### src/rtl/alu_share_arbiter.sv
// Shares one combinational ALU between NR_REQ requesters using round-robin arbitration.
// ALU results are captured in a 2-entry FIFO, tagged with the requester index and trans_id.
package alu_share_pkg;
  localparam int TRANS_ID_BITS = 3;

  // ADD has to stay at encoding 0 so that an all-zero fu_data_t is a legal idle ALU input.
  typedef enum logic [3:0] {
    ADD, SUB, XORL, ORL, ANDL, EQ, NE, LTS, LTU, GES, GEU
  } fu_op_e;

  typedef struct packed {
    fu_op_e                   operation;
    logic [63:0]              operand_a;
    logic [63:0]              operand_b;
    logic [TRANS_ID_BITS-1:0] trans_id;
  } fu_data_t;
endpackage

module alu_share_arbiter
  import alu_share_pkg::*;
#(
  parameter int NR_REQ = 2,
  parameter int IDX_W  = $clog2(NR_REQ)
) (
  input  logic                     clk_i,
  input  logic                     rst_ni,
  input  logic                     flush_i,
  input  logic [NR_REQ-1:0]        req_valid_i,
  output logic [NR_REQ-1:0]        req_ready_o,
  input  fu_data_t                 req_data_i [NR_REQ],
  output fu_data_t                 alu_fu_data_o,
  input  logic [63:0]              alu_result_i,
  input  logic                     alu_branch_res_i,
  output logic                     res_valid_o,
  input  logic                     res_ready_i,
  output logic [63:0]              res_result_o,
  output logic                     res_branch_o,
  output logic [IDX_W-1:0]         res_idx_o,
  output logic [TRANS_ID_BITS-1:0] res_trans_id_o
);

  typedef struct packed {
    logic [63:0]              result;
    logic                     branch;
    logic [IDX_W-1:0]         idx;
    logic [TRANS_ID_BITS-1:0] trans_id;
  } entry_t;

  logic [IDX_W-1:0] r_rr;
  logic             r_wptr;
  logic             r_rptr;
  logic [1:0]       r_cnt;
  entry_t           r_mem [2];

  logic             w_any;
  logic [IDX_W-1:0] w_gnt_idx;
  logic             w_can_accept;
  logic             w_push;
  logic             w_pop;

  always_comb begin : arbitrate
    int idx;
    // NOTE: every variable gets a default before the loop, so no path can infer a latch.
    w_any     = 1'b0;
    w_gnt_idx = '0;
    idx       = 0;
    for (int k = 0; k < NR_REQ; k++) begin
      idx = int'(r_rr) + k;
      if (idx >= NR_REQ) idx = idx - NR_REQ;
      if (!w_any && req_valid_i[IDX_W'(idx)]) begin
        w_any     = 1'b1;
        w_gnt_idx = IDX_W'(idx);
      end
    end
  end

  assign res_valid_o  = (r_cnt != 2'd0);
  assign w_can_accept = (r_cnt < 2'd2) || (res_valid_o && res_ready_i);
  // The rst_ni term keeps req_ready_o low while reset is held.
  assign w_push       = w_any && w_can_accept && !flush_i && rst_ni;
  assign w_pop        = res_valid_o && res_ready_i && !flush_i;

  always_comb begin
    req_ready_o            = '0;
    req_ready_o[w_gnt_idx] = w_push;
  end

  assign alu_fu_data_o = w_any ? req_data_i[w_gnt_idx] : fu_data_t'('0);

  always_ff @(posedge clk_i or negedge rst_ni) begin
    if (!rst_ni) begin
      r_rr     <= '0;
      r_wptr   <= 1'b0;
      r_rptr   <= 1'b0;
      r_cnt    <= 2'd0;
      // NOTE: entry storage is reset so that the head data reads zero during reset and after it.
      r_mem[0] <= '0;
      r_mem[1] <= '0;
    end else if (flush_i) begin
      r_wptr <= 1'b0;
      r_rptr <= 1'b0;
      r_cnt  <= 2'd0;
    end else begin
      // NOTE: state uses <=, so every register below updates from pre-edge values.
      if (w_push) begin
        r_mem[r_wptr] <= '{result:   alu_result_i,
                           branch:   alu_branch_res_i,
                           idx:      w_gnt_idx,
                           trans_id: alu_fu_data_o.trans_id};
        r_wptr        <= ~r_wptr;
        r_rr          <= (w_gnt_idx == IDX_W'(NR_REQ - 1)) ? '0 : w_gnt_idx + 1'b1;
      end
      if (w_pop) r_rptr <= ~r_rptr;
      if (w_push && !w_pop)      r_cnt <= r_cnt + 2'd1;
      else if (!w_push && w_pop) r_cnt <= r_cnt - 2'd1;
    end
  end

  assign res_result_o   = r_mem[r_rptr].result;
  assign res_branch_o   = r_mem[r_rptr].branch;
  assign res_idx_o      = r_mem[r_rptr].idx;
  assign res_trans_id_o = r_mem[r_rptr].trans_id;

endmodule

### config.mk
export PLATFORM = sky130hd
export DESIGN_NAME = alu_share_arbiter
export DESIGN_NICKNAME = d
export VERILOG_FILES = /design/src/rtl/alu_share_arbiter.sv
export SDC_FILE = /design/constraint.sdc
export NUM_CORES = 1
export LEC_CHECK = 0
export ABC_CLOCK_PERIOD_IN_PS = 4310
export BUFFER_PORTS_ARGS = -buffer_cell sky130_fd_sc_hd__buf_2
export CAP_MARGIN = 40
export CORE_AREA = 2 2 214 216
export CTS_CLUSTER_SIZE = 10
export DETAILED_ROUTE_END_ITERATION = 8
export DIE_AREA = 0 0 216 218
export GPL_TIMING_DRIVEN = 0
export PLACE_DENSITY = 0.44
export SYNTH_ARGS = -nofsm -noshare
export SYNTH_HDL_FRONTEND = slang
export SYNTH_SLANG_ARGS = --single-unit
### constraint.sdc
create_clock -name clk_i -period 4.31 [get_ports clk_i]
set_input_delay 0.862 -clock clk_i [delete_from_list [all_inputs] [get_ports clk_i]]
set_output_delay 0.862 -clock clk_i [all_outputs]
set_load 0.02 [all_outputs]
**Word level (Yosys, flattened, before mapping)**

Index checks and enable logic that the tools add are counted.

- Bits of input ports: 341
- Word-level logic and storage cells: 86
- Output and inout bits: 207
- Flip-flop bits (word level): 143

- $lt $le $gt $ge: 11
- Reduce and logical (&&, ||, !) cells: 20
- Mux-type cells: 30
- Bitwise operators: 7
- $add $sub $neg: 6

Operators by type and width:

| cell | number |
|---|---|
| 135-bit two-way mux | 4 |
| 69-bit two-way mux | 4 |
| 138-bit bitwise mux | 1 |
| 69-bit demux with 1-bit select | 1 |
| 1-bit two-way mux | 16 |
| 1-bit logical AND | 10 |
| 2-bit greater-or-equal comparator, second input constant | 4 |
| 1-bit by 3-bit less-than comparator with 1-bit output, second input constant | 2 |
| 2-bit two-way mux | 3 |
| 1-bit inverter with 2-bit output | 3 |
| 2-bit nonzero test | 3 |
| 1-bit logical NOT | 4 |
| 1-bit inverter | 3 |
| 3-bit nonzero test | 1 |
| 1-bit by 1-bit adder with 2-bit output, second input constant | 1 |
| 2-bit by 1-bit adder with 2-bit output, second input constant | 1 |
| 2-bit bitwise AND | 1 |
| 1-bit by 2-bit greater-or-equal comparator with 1-bit output, second input constant | 1 |
| 1-bit by 2-bit less-than comparator with 1-bit output, second input constant | 1 |
| 2-bit by 1-bit less-than comparator with 1-bit output, second input constant | 1 |
| 2-bit less-than comparator, second input constant | 1 |
| 2-bit AND reduction | 1 |
| 1-bit subtractor, second input constant | 2 |
| 2-bit by 1-bit subtractor with 2-bit output, second input constant | 1 |
| 4 further kinds | 4 |

**Longest topological paths before layout**

Gate-level depths: netlist of the first run.

- Depth in word-level cells: 17
- Depth in mapped cells: 6
- Mapped depth without buffers: 3

**Worst setup path after synthesis of the first run**

No wires, ideal clock.

- Path kind: input-to-output
- Start: in req_valid_i[0]
- End: out alu_fu_data_o[100] (netlist name)
- Path buffers: 3
- Path slack: 1.533 ns
- Required time: 3.448 ns
- Arrival time: 1.915 ns
- Stages on the path: 4
- Cells stage by stage: clkbuf_1 > clkbuf_1 > clkbuf_1 > nor2b_1

RTL lines:

| element | RTL line | RTL |
|---|---|---|
| from (decl) | 28 | `input logic [NR_REQ-1:0] req_valid_i,` |
| to (decl) | 31 | `output fu_data_t alu_fu_data_o,` |

==> results of run 1 <==
cells by family (layout without fill, tap and decap cells):
family / Yosys count / after routing / synth area share, %
AOI/OAI and AO/OA: 7 / 7 / 0.481
xor gates and xnor gates: 2 / 2 / 0.204
buffers and inverters: 55 / 638 / 3.13
DFF: 143 / 143 / 41.7
muxes: 343 / 343 / 43.4
other: 0 / 23 / 0
and+or+nand+nor: 153 / 153 / 11.1
worst min-delay path by stage:
stage / from / endpoint / slack, ns / cells past startpoint
after floorplan: r_mem[133] / r_mem[133] / 0.46 / 1
after global placement: r_mem[77] / r_mem[77] / 0.47 / 1
after detailed placement: r_mem[70] / r_mem[70] / 0.48 / 1
after CTS: rst_ni / r_mem[54] / 0.49 / 1
after global routing: r_mem[76] / r_mem[76] / 0.51 / 1
final: rst_ni / r_mem[123] / 0.48 / 1
state kept, by name, indices dropped and copies added (netlist names):
name,count
r_rptr,1
r_cnt,2
r_mem,138
r_rr,1
r_wptr,1
stage by stage:
stage / power (mW) / hold WS, ns / setup TNS, ns
after floorplan: 3.70 / 0.460 / 0
after global placement: 4.64 / 0.470 / -117.22
after detailed placement: 4.68 / 0.477 / 0
after CTS: 6.22 / 0.491 / 0
after global routing: 6.48 / 0.507 / 0
final: 6.13 / 0.477 / 0
area by class of cell:
type	count	area (sq um)
Fill cell	4877	32100
Multi-Input combinational cell	505	4740
Sequential cell	143	3580
Timing Repair Buffer	551	2820
Tap cell	600	751
Clock buffer	18	439
Buffer	54	265
Clock inverter	14	153
Antenna cell	23	57.6
Inverter	1	3.75
Yosys cell counts, types with 2 or more instances:
master,instances
buf_6,4
mux2_1,10
a21oi_1,3
mux2_4,10
mux2i_1,136
nand2b_1,2
buf_2,26
clkbuf_1,22
mux2_2,187
o21ai_0,2
nor2b_1,138
dfrtp_1,143
nand2_1,2
buf_1,2
nor2_1,3
metal layers:
layer  global-route usage, %  routed length, um  vias to the layer above
li1                        -                  -                     3639
met4                    5.43                931                       18
met2                    29.9              20600                      331
met3                    5.86               3300                       69
met1                    20.2              16700                     3725
met5                       0                106                        -
power by group through the flow:
stage	clock network [mW]	logic [mW]	registers, mW
after detailed placement	0	2.85	1.83
after CTS	1.55	2.86	1.80
after global routing	1.62	3.02	1.85
after global placement	0	2.83	1.81
after floorplan	0	1.93	1.78
final	1.50	2.82	1.80
==> results.md, run 1 <==
- Worst EP arrival: approximately 3 ns
- Share of layout cells above drive strength 1: roughly 63%
- Period utilization: about nine tenths
- Instance count on the critical path: 6
- Clock transition at the registers of the reported paths: around 0.06 ns
- Worst vdd ir: between 200 and 300 uV
- Detail Placement HPWL: around 36000 um
- Synth top area cells: dfrtp_1 42%, mux2_2 25%, mux2i_1 16%
- Max frequency: between 200 and 300 MHz
- Internal: approximately 3.8 mW
- Post-route insts no fill: 1909
- Most common cell after layout, fill and taps aside: buf_2
- RSZ-0062 raised after global routing: no
- Gpl congestion: between 0.8 and 0.9
- Row count: 78
- Final setup vio count: 0
- Dpl ws: about 0.29 ns
- Layout net count: approximately 1600
- Total routed wirelength: ~42000 um
- Synth Warn #: 0
- Vias: approximately 7800
- # hold bufs at CTS: 0
- Yosys top cell by area: dfrtp_1
- Sw power: between 2 and 2.5 mW
- MaxCap Viol Count: 0
- Synthesis-to-layout area growth: 49.1%
- Tmin final: a little under 4 ns
- Final hold viol count: 0
- Clock Path Buffers: 2
- DRT iter0 DRCs: about 330
- CP Cell Sequence: buf_2, clkbuf_1, clkbuf_1, clkbuf_1, nor2b_1, buf_2
- Critical path's most frequent cell: clkbuf_1
- Slowest stage cell on the critical path: clkbuf_1
- P_leak: 6.57 nW
- Sequential share of power: 29.4%
- Core Region: ~45000 sq um
- Buffers on Ports: around 550
- Worst r2r src: r_cnt[1]
- Postcts setup bufs: 0
- Post-CTS sizing: 0
- # IOs: roughly 550
- Die span in y: between 200 and 250 um
- Worst Slack Setup Final: between 0.4 and 0.5 ns
- Worst Setup EP: alu_fu_data_o[109]
- Cells after Synth: 703
- First-pass GRT wire length: 57700 um
- Clk_lat worst skew: around 0.43 ns
- Grt ovf: 0
- Most frequent cells in the layout: 571 x buf_2, 187 x mux2_2, 143 x dfrtp_1, 138 x nor2b_1, 136 x mux2i_1
- Die area: 47100 sq um
- Mapped Nets: between 1000 and 1500
- Post-DR vias/cell: ~4.1
- Mapped Avg Cell Area: 12.2 sq um
- Critical path class: in2out
- # DRC: 0
- Combinational power share: between 40% and 50%
- Antenna Violating Nets Remaining: 0
- Core Util, Final: between 20 and 30%
- Count of cell types in the netlist: 28
- Critical path required time: 3.45 ns
- DR pass1 iterations: 4
- Worst R2R Setup Slack: between 2 and 2.5 ns
- Rel. slew slack: between 40% and 50%
- Number of global-route vias before repair: 8077
- Chip width: ~220 um
- Post-Layout Inst Area: between 10000 and 15000 sq um
- Initial antenna violation count: 50
- Placed Cells: ~1900
- Actual slew at the worst max-slew pin: between 0.8 and 0.9 ns
- Clk sinks: roughly 140
- Top-area cell type share of the netlist area: a little over two fifths
- Seq cells post-synth: approximately 140
- Synth Flop Type: dfrtp_1
- GRT Util Overall: 17.3%
- Slew Limit Fails: 0
- Start point of the critical path: req_valid_i[0]
- R2R Path End: r_mem[134]
- Post-synth EDFFs: 0
- Critical Path Fanout Max: 10
- Starting Density: a little under a fifth
- Startpoint Class: input pin
- Worst Reg-to-Reg Cells: 5
- H-tree levels: 4
- Hold Path Class: in2async
- DP Area: roughly 12000 sq um
- Switching Share: about two fifths
- Synth Cell Area: 8590 sq um
- CP bufs+invs: 5
- Worst path max stage delay: approximately 0.55 ns
- Fraction of registers with async set/reset: 100%
- Clock power frac: 24.5%
- CTS tree: done
- Pin count of the biggest net entering global routing: 75
- Drt wl/cell: around 22 um
- Status: finished clean
- CP delay by family, top: buffers and inverters
- Setup Skew: 0.00660 ns
- Sequential area share after synthesis: between 40% and 50%
- Total CTS buffers: 17
- Worst Setup End Kind: output port
- CTS root buffer: clkbuf_16
- Pwr dens: around 480 nW/um^2
(Power assumes the default switching activity.)
==> run 2: changes to the inputs <==
==> config.mk (replaced) <==
export PLATFORM = sky130hd
export DESIGN_NAME = alu_share_arbiter
export DESIGN_NICKNAME = d
export VERILOG_FILES = /design/src/rtl/alu_share_arbiter.sv
export SDC_FILE = /design/constraint.sdc
export NUM_CORES = 1
export LEC_CHECK = 0
export ABC_CLOCK_PERIOD_IN_PS = 3200
export CAP_MARGIN = 40
export CORE_AREA = 2 2 214 216
export CTS_CLUSTER_SIZE = 10
export DETAILED_ROUTE_END_ITERATION = 8
export DIE_AREA = 0 0 216 218
export DONT_BUFFER_PORTS = 1
export GPL_TIMING_DRIVEN = 0
export PLACE_DENSITY = 0.34
export SYNTH_ARGS = -nofsm -noshare
export SYNTH_HDL_FRONTEND = slang
export SYNTH_SLANG_ARGS = --single-unit
==> constraint.sdc (replaced) <==
create_clock -name clk_i -period 3.2 [get_ports clk_i]
set_input_delay 0.64 -clock clk_i [delete_from_list [all_inputs] [get_ports clk_i]]
set_output_delay 0.64 -clock clk_i [all_outputs]
set_load 0.02 [all_outputs]
==> run 2 against run 1 <==
  * The flow now finishes with violations (negative hold slack)
  * Core utilization fell by 6.1 points
  * Worst hold slack worse by 0.56 ns
  * Flip-flop and latch count is the same
  * Critical path type is now reg2out
  * Largest power group unchanged
  * Non-clock buffer count down 547
  * Final cell count fell by 29%
==> results.md, run 2 (same netlist as run 1, synthesis figures left out) <==
- Worst vdd ir: 281 uV (was 255 uV)
- Clock Path Buffers: 2 (unchanged)
- Period utilization: a little over nine tenths
- Starting Density: 19.1% (unchanged)
- H-tree levels: 4 (unchanged)
- Tmin final: about 3 ns
- Slew Limit Fails: 0 (unchanged)
- Worst path max stage delay: 0.43 ns (was 0.55 ns)
- GRT Util Overall: 16.3% (was 17.3%)
- Buffers on Ports: 0 (was 546)
- # IOs: 548 (unchanged)
- Detail Placement HPWL: 33400 um (was 35700 um)
- Core Region: 44900 sq um (unchanged)
- P_leak: 4.29 nW (was 6.57 nW)
- First-pass GRT wire length: 52200 um (was 57700 um)
- Critical path class: reg2out (was in2out)
- DP Area: 9390 sq um (was 12200 sq um)
- Worst Setup End Kind: output port (unchanged)
- Final Power: 7.66 mW (was 6.13 mW)
- Pin count of the biggest net entering global routing: 148 (was 75)
- Most flop-heavy register: r_mem (unchanged)
- Status: finished with violations (was finished clean)
- Initial antenna violation count: 48 (was 50)
- Final hold viol count: 143 (was 0)
- CTS tree: done (unchanged)
- Worst r2r src: r_rr (was r_cnt[1])
- Worst EP arrival: 2.40 ns (was 2.99 ns)
- Dpl ws: -0.209 ns (was 0.285 ns)
- Most frequent cells in the layout: 187 x mux2_2, 143 x dfrtp_1, 136 x mux2i_1, 134 x nor2b_1, 26 x buf_2 (was 571 x buf_2, 187 x mux2_2, 143 x dfrtp_1, 138 x nor2b_1, 136 x mux2i_1)
- Antenna Violating Nets Remaining: 0 (unchanged)
- CP bufs+invs: 3 (was 5)
- Synthesis-to-layout area growth: 17.3% (was 49.1%)
- Rel. slew slack: 44.8% (was 46.2%)
- Post-DR vias/cell: 4.45 (was 4.08)
- Vias: 6035 (was 7782)
- CP Cell Sequence: clkbuf_1, buf_2, buf_2, mux2i_1, nor2b_1 (was buf_2, clkbuf_1, clkbuf_1, clkbuf_1, nor2b_1, buf_2)
- Drt wl/cell: 29.3 um (was 21.8 um)
- Post-Layout Inst Area: 10100 sq um (was 12800 sq um)
- Start point of the critical path: r_rr (was req_valid_i[0])
- Final Hold Slack: -0.0848 ns (was 0.477 ns)
- Hold Path Class: in2async (unchanged)
- Final setup vio count: 0 (unchanged)
- Pwr dens: 760 nW/um^2 (was 478 nW/um^2)
- Row count: 78 (unchanged)
- Setup Skew: 0.0141 ns (was 0.00660 ns)
- Most common cell after layout, fill and taps aside: mux2_2 (was buf_2)
- Failing checks: negative hold slack
- Number of global-route vias before repair: 6033 (was 8077)
- CTS root buffer: clkbuf_16 (unchanged)
- Total CTS buffers: 17 (unchanged)
- Grt ovf: 0 (unchanged)
- Critical Path Fanout Max: 10 (unchanged)
- DR pass1 iterations: 4 (unchanged)
- RSZ-0062 raised after global routing: no (unchanged)
- Total routed wirelength: 39800 um (was 41700 um)
- # DRC: 0 (unchanged)
- Placed Cells: 1307 (was 1854)
- Clk sinks: 143 (unchanged)
- Worst Slack Setup Final: 0.160 ns (was 0.459 ns)
- Largest regs: r_mem (138), r_cnt (2) (unchanged)
- Critical path required time: 2.56 ns (was 3.45 ns)
- Gpl congestion: 1.32 (was 0.892)
- Postcts setup bufs: 0 (unchanged)
- DRT iter0 DRCs: 296 (was 333)
- Largest register FFs: 138 (unchanged)
- CP delay by family, top: buffers and inverters (unchanged)
- Critical path's most frequent cell: buf_2 (was clkbuf_1)
- Max frequency: between 300 and 400 MHz
- Die span in y: 218 um (unchanged)
- Actual slew at the worst max-slew pin: 0.828 ns (was 0.807 ns)
- MaxCap Viol Count: 0 (unchanged)
- Slowest stage cell on the critical path: buf_2 (was clkbuf_1)
- Chip width: 216 um (unchanged)
- Clock transition at the registers of the reported paths: 0.06 ns (about the same)
- Share of layout cells above drive strength 1: 36.8% (was 63.2%)
- Layout net count: 1067 (was 1614)
- Startpoint Class: flop (was input pin)
- Clk_lat worst skew: 0.42 ns (was 0.43 ns)
- Post-route insts no fill: 1356 (was 1909)
- Setup TNS: 0 ns (unchanged)
- Die area: 47100 sq um (unchanged)
==> run 2: cell type report <==
type	count	area, sq um
Tap cell	600	751
Antenna cell	17	42.5
Clock buffer	19	453
Clock inverter	13	179
Sequential cell	143	3580
Inverter	1	3.75
Timing Repair Buffer	4	45.0
Buffer	54	267
Multi-Input combinational cell	505	4760
Fill cell	4870	34800
==> run 2: what timing repair did <==
| item | 4_1_cts | 5_1_grt |
|---|---|---|
| endpoints found under the hold margin | 143 | 143 |
| gates resized for setup | 4 | 2 |
| endpoints found under the setup margin | 24 | 2 |
==> run 2: metal layers <==
metal / up-vias / GRT usage (%) / wire length (um)
li1: 2526 / - / -
met2: 410 / 26.3 / 18900
met5: - / 0 / 346
met4: 20 / 6.05 / 1150
met3: 90 / 9.00 / 4170
met1: 2989 / 18.0 / 15300
==> run 2: final timing paths <==
kind | end | slack, ns | cells past startpoint
max | alu_fu_data_o[133] | 0.16 | 5
max in group asynchronous | r_mem[3] | 3.09 | 0
min reg2reg | r_mem[77] | 0.49 | 1
max reg2reg | r_mem[71] | 1.28 | 5
min | r_mem[44] | -0.08 | 0
min in group clk_i | r_wptr | 0.29 | 1
==> run 2: worst register-to-register path: cells and delay by family (launching register included) <==
| kind | cells | cell delay (ns) |
|---|---|---|
| DFF | 1 | 0.33 |
| buffers and inverters | 2 | 0.57 |
| muxes | 2 | 0.38 |
| and+or+nand+nor | 1 | 0.58 |
==> run 2: where the power goes <==
group / internal (mW) / total [mW] / switching, mW
clock: 1.29 / 2.12 / 0.836
combinational: 1.21 / 3.11 / 1.91
sequential: 2.24 / 2.43 / 0.191
total: 4.73 / 7.66 / 2.93
==> run 2: per-stage QoR <==
stage	hold slack, ns	util (%)
after floorplan	0.344	-
after global placement	0.348	20.8
after detailed placement	0.350	20.9
after CTS	-0.108	22.3
after global routing	-0.113	22.4
final	-0.0848	22.4
==> run 3: changes to the inputs <==
--- a/config.mk
+++ b/config.mk
@@ -5,12 +5,13 @@
 export SDC_FILE = /design/constraint.sdc
 export NUM_CORES = 1
 export LEC_CHECK = 0
+export ABC_AREA = 1
 export ABC_CLOCK_PERIOD_IN_PS = 3200
 export CAP_MARGIN = 40
-export CORE_AREA = 2 2 214 216
+export CORE_AREA = 2 2 210 212
 export CTS_CLUSTER_SIZE = 10
 export DETAILED_ROUTE_END_ITERATION = 8
-export DIE_AREA = 0 0 216 218
+export DIE_AREA = 0 0 212 214
 export DONT_BUFFER_PORTS = 1
 export GPL_TIMING_DRIVEN = 0
 export PLACE_DENSITY = 0.34
==> run 3 against run 2 <==
  * The flow still finishes with violations (negative hold slack)
  * Critical path depth shrank 1
  * Global-route usage grew 5.8 points
  * Sequential power is essentially flat
  * Fmax shrank 2.1%
  * Core utilization grew 0.079 points
  * Register-to-register slack lost 0.17 ns
  * Die area shrank 3.7%
  * Non-clock buffer count grew 34
  * Worst hold slack lost 0.0031 ns
  * Critical path type is now in2out
  * Highest routed layer unchanged
==> results.md, run 3 <==
- Status: finished with violations (unchanged)
- Failing checks: negative hold slack (unchanged)
- Worst Setup End Kind: output port (unchanged)
- Count of cell types in the netlist: 18 (was 28)
- Grt ovf: 0 (unchanged)
- Slew Limit Fails: 0 (unchanged)
- Final hold viol count: 143 (unchanged)
- Post-DR vias/cell: 4.57 (was 4.45)
- Startpoint Class: input pin (was flop)
- Antenna Violating Nets Remaining: 0 (unchanged)
- R2R Path End: r_rr (was r_mem[71])
- Fraction of registers with async set/reset: 100% (unchanged)
- Synth Cell Area: 8310 sq um (was 8590 sq um)
- CTS root buffer: clkbuf_16 (unchanged)
- Rel. slew slack: 42.9% (was 44.8%)
- Row count: 76 (was 78)
- Starting Density: 19.4% (was 19.1%)
- Postcts setup bufs: 0 (unchanged)
- Total routed wirelength: 51900 um (was 39800 um)
- P_leak: 4.96 nW (was 4.29 nW)
- Share of layout cells above drive strength 1: 6.42% (was 36.8%)
- Post-synth EDFFs: 0 (unchanged)
- Synth top area cells: dfrtp_1 43%, nand2_1 16%, o21ai_0 9.5% (was dfrtp_1 42%, mux2_2 25%, mux2i_1 16%)
- Setup TNS: 0 ns (unchanged)
- Pin count of the biggest net entering global routing: 145 (was 148)
- Seq cells post-synth: 143 (unchanged)
- GRT Util Overall: 22.1% (was 16.3%)
- Worst EP arrival: 2.46 ns (was 2.40 ns)
- Commonest cells post-synth: 355 x nand2_1, 209 x inv_1, 158 x o21ai_0 (was 187 x mux2_2, 143 x dfrtp_1, 138 x nor2b_1)
- Vias: 8497 (was 6035)
- Drt wl/cell: 27.9 um (was 29.3 um)
- Critical path required time: 2.56 ns (about the same)
- CP Cell Sequence: clkbuf_1, clkbuf_1, o21ai_0, a21oi_1 (was clkbuf_1, buf_2, buf_2, mux2i_1, nor2b_1)
- Chip width: 212 um (was 216 um)
- Tmin final: 3.10 ns (was 3.04 ns)
- Total CTS buffers: 17 (unchanged)
- Critical path's most frequent cell: clkbuf_1 (was buf_2)
- Die span in y: 214 um (was 218 um)
- MaxCap Viol Count: 0 (unchanged)
- Critical path class: in2out (was reg2out)
- GR Layer Usage met1: 26.7% (was 18.0%)
- DR pass1 iterations: 5 (was 4)
- DRT iter0 DRCs: 586 (was 296)
- Worst vdd ir: 316 uV (was 281 uV)
- Start point of the critical path: req_valid_i[0] (was r_rr)
- Most common cell after layout, fill and taps aside: nand2_1 (was mux2_2)
- Grt peak-use layer: met2 (unchanged)
- Mapped Nets: 1570 (was 1044)
- CTS tree: done (unchanged)
- Worst Reg-to-Reg Cells: 5 (unchanged)
- Post-route insts no fill: 1860 (was 1356)
- Met2 usage: 36.3% (was 26.3%)
- Clock transition at the registers of the reported paths: 0.06 ns (about the same)
- Clock Path Buffers: 2 (unchanged)
- Layout net count: 1591 (was 1067)
- First-pass GRT wire length: 68800 um (was 52200 um)
- Detail Placement HPWL: 42400 um (was 33400 um)
- Clk_lat worst skew: 0.42 ns (about the same)
- Setup Skew: 0.0173 ns (was 0.0141 ns)
- Final setup vio count: 0 (unchanged)
- Worst path max stage delay: 0.57 ns (was 0.43 ns)
- H-tree levels: 4 (unchanged)
- Placed Cells: 1816 (was 1307)
- Mapped Avg Cell Area: 6.76 sq um (was 12.2 sq um)
- Initial antenna violation count: 29 (was 48)
- RSZ-0062 raised after global routing: no (unchanged)
- Instance count on the critical path: 4 (was 5)
- Clk sinks: 143 (unchanged)
- Synth Flop Type: dfrtp_1 (unchanged)
- Most frequent cells in the layout: 355 x nand2_1, 209 x inv_1, 158 x o21ai_0, 143 x dfrtp_1, 133 x a21oi_1 (was 187 x mux2_2, 143 x dfrtp_1, 136 x mux2i_1, 134 x nor2b_1, 26 x buf_2)
- Largest regs: r_mem (138), r_cnt (2) (unchanged)
- Core Region: 42900 sq um (was 44900 sq um)
- Number of global-route vias before repair: 8213 (was 6033)
- Hold Path Class: in2async (unchanged)
- Critical Path Fanout Max: 10 (unchanged)
- Sequential area share after synthesis: 43.1% (was 41.7%)
- CP delay by family, top: buffers and inverters (unchanged)
- Global Route met3 Usage: 8.44% (was 9.00%)
- Gpl congestion: 1.07 (was 1.32)
- Most flop-heavy register: r_mem (unchanged)
- Period utilization: 97.0% (was 95.0%)
- Cells after Synth: 1229 (was 703)
- Synthesis-to-layout area growth: 16.2% (was 17.3%)
- Top-area cell type share of the netlist area: 43.1% (was 41.7%)
- Final Hold Slack: -0.0878 ns (was -0.0848 ns)
- Yosys top cell by area: dfrtp_1 (unchanged)
- Actual slew at the worst max-slew pin: 0.859 ns (was 0.828 ns)
- Worst r2r src: r_rr (unchanged)
- Pwr dens: 671 nW/um^2 (was 760 nW/um^2)
- # IOs: 548 (unchanged)
- Most common cell in the synthesized netlist: nand2_1 (was mux2_2)
- Die area: 45400 sq um (was 47100 sq um)
- Slowest stage cell on the critical path: clkbuf_1 (was buf_2)
- Largest register FFs: 138 (unchanged)
- Synth Warn #: 0 (unchanged)
- Buffers on Ports: 0 (unchanged)
- Worst Setup EP: alu_fu_data_o[29] (was alu_fu_data_o[133])
- # DRC: 0 (unchanged)
- CP bufs+invs: 2 (was 3)
- Max frequency: 322 MHz (was 329 MHz)
- Worst R2R Setup Slack: 1.11 ns (was 1.28 ns)
==> run 3: timing repair <==
action                                  CTS  global route
hold endpoints to repair                143           143
resized for setup                         3             2
endpoints found under the setup margin   30             1
==> run 3: per-layer routing <==
layer / part of all wire (%) / vias to the layer above
li1: - / 3916
met1: 41 / 4083
met2: 47 / 413
met3: 9.1 / 69
met4: 2.7 / 16
met5: 0.20 / -
==> run 3: how the worst min path moves through the flow <==
stage / startpoint / end / slack, ns / cells past startpoint
2_1_floorplan: rst_ni / r_cnt[0] / 0.34 / 0
3_3_place_gp: rst_ni / r_mem[115] / 0.35 / 0
3_5_place_dp: rst_ni / r_mem[118] / 0.35 / 0
4_1_cts: rst_ni / r_mem[55] / -0.11 / 0
5_1_grt: rst_ni / r_mem[62] / -0.12 / 0
6_report: rst_ni / r_mem[115] / -0.09 / 0
==> run 3: report_power, final <==
group | total, mW | leakage [nW] | internal (mW) | switching [mW]
sequential | 2.41 | 1.82 | 2.21 | 0.206
combinational | 2.14 | 2.88 | 0.461 | 1.68
clock | 1.94 | 0.262 | 1.08 | 0.852
total | 6.48 | 4.96 | 3.75 | 2.73
==> run 3: cell families after synthesis <==
logic type | Yosys count | share of synthesized area (%)
AOI/OAI and AO/OA | 412 | 24.9
buffers and inverters | 301 | 14.8
DFF | 143 | 43.1
and+or+nand+nor | 373 | 17.2
==> run 3: stage by stage <==
stage	util [%]	total power, mW	cell area, sq um	setup WS (ns)
after floorplan	-	3.95	8310	0.997
after global placement	21.1	4.59	9040	-0.0370
after detailed placement	21.1	4.60	9050	0.0189
after CTS	22.4	6.56	9620	0.0217
after global routing	22.5	6.89	9650	0.00670
final	22.5	6.48	9660	0.0954
==> run 3: final cells by class <==
| type | instances | area (sq um) |
|---|---|---|
| inverters | 211 | 792 |
| flip-flops and latches | 143 | 3580 |
| plain buffers | 90 | 442 |
| diodes | 13 | 32.5 |
| clock buffers | 18 | 429 |
| repair buffers | 2 | 15.0 |
| multi-input cells | 785 | 3500 |
| clock inverters | 13 | 133 |
| well taps | 585 | 732 |
| fillers | 4884 | 33200 |
==> run 3: worst reg2reg max path, stage by stage (launching register included) <==
cell and delay [ns]:
dfrtp_1 0.36, buf_2 0.29, clkbuf_1 0.50, nand2_1 0.30, nor2_2 0.43, nor2_1 0.09
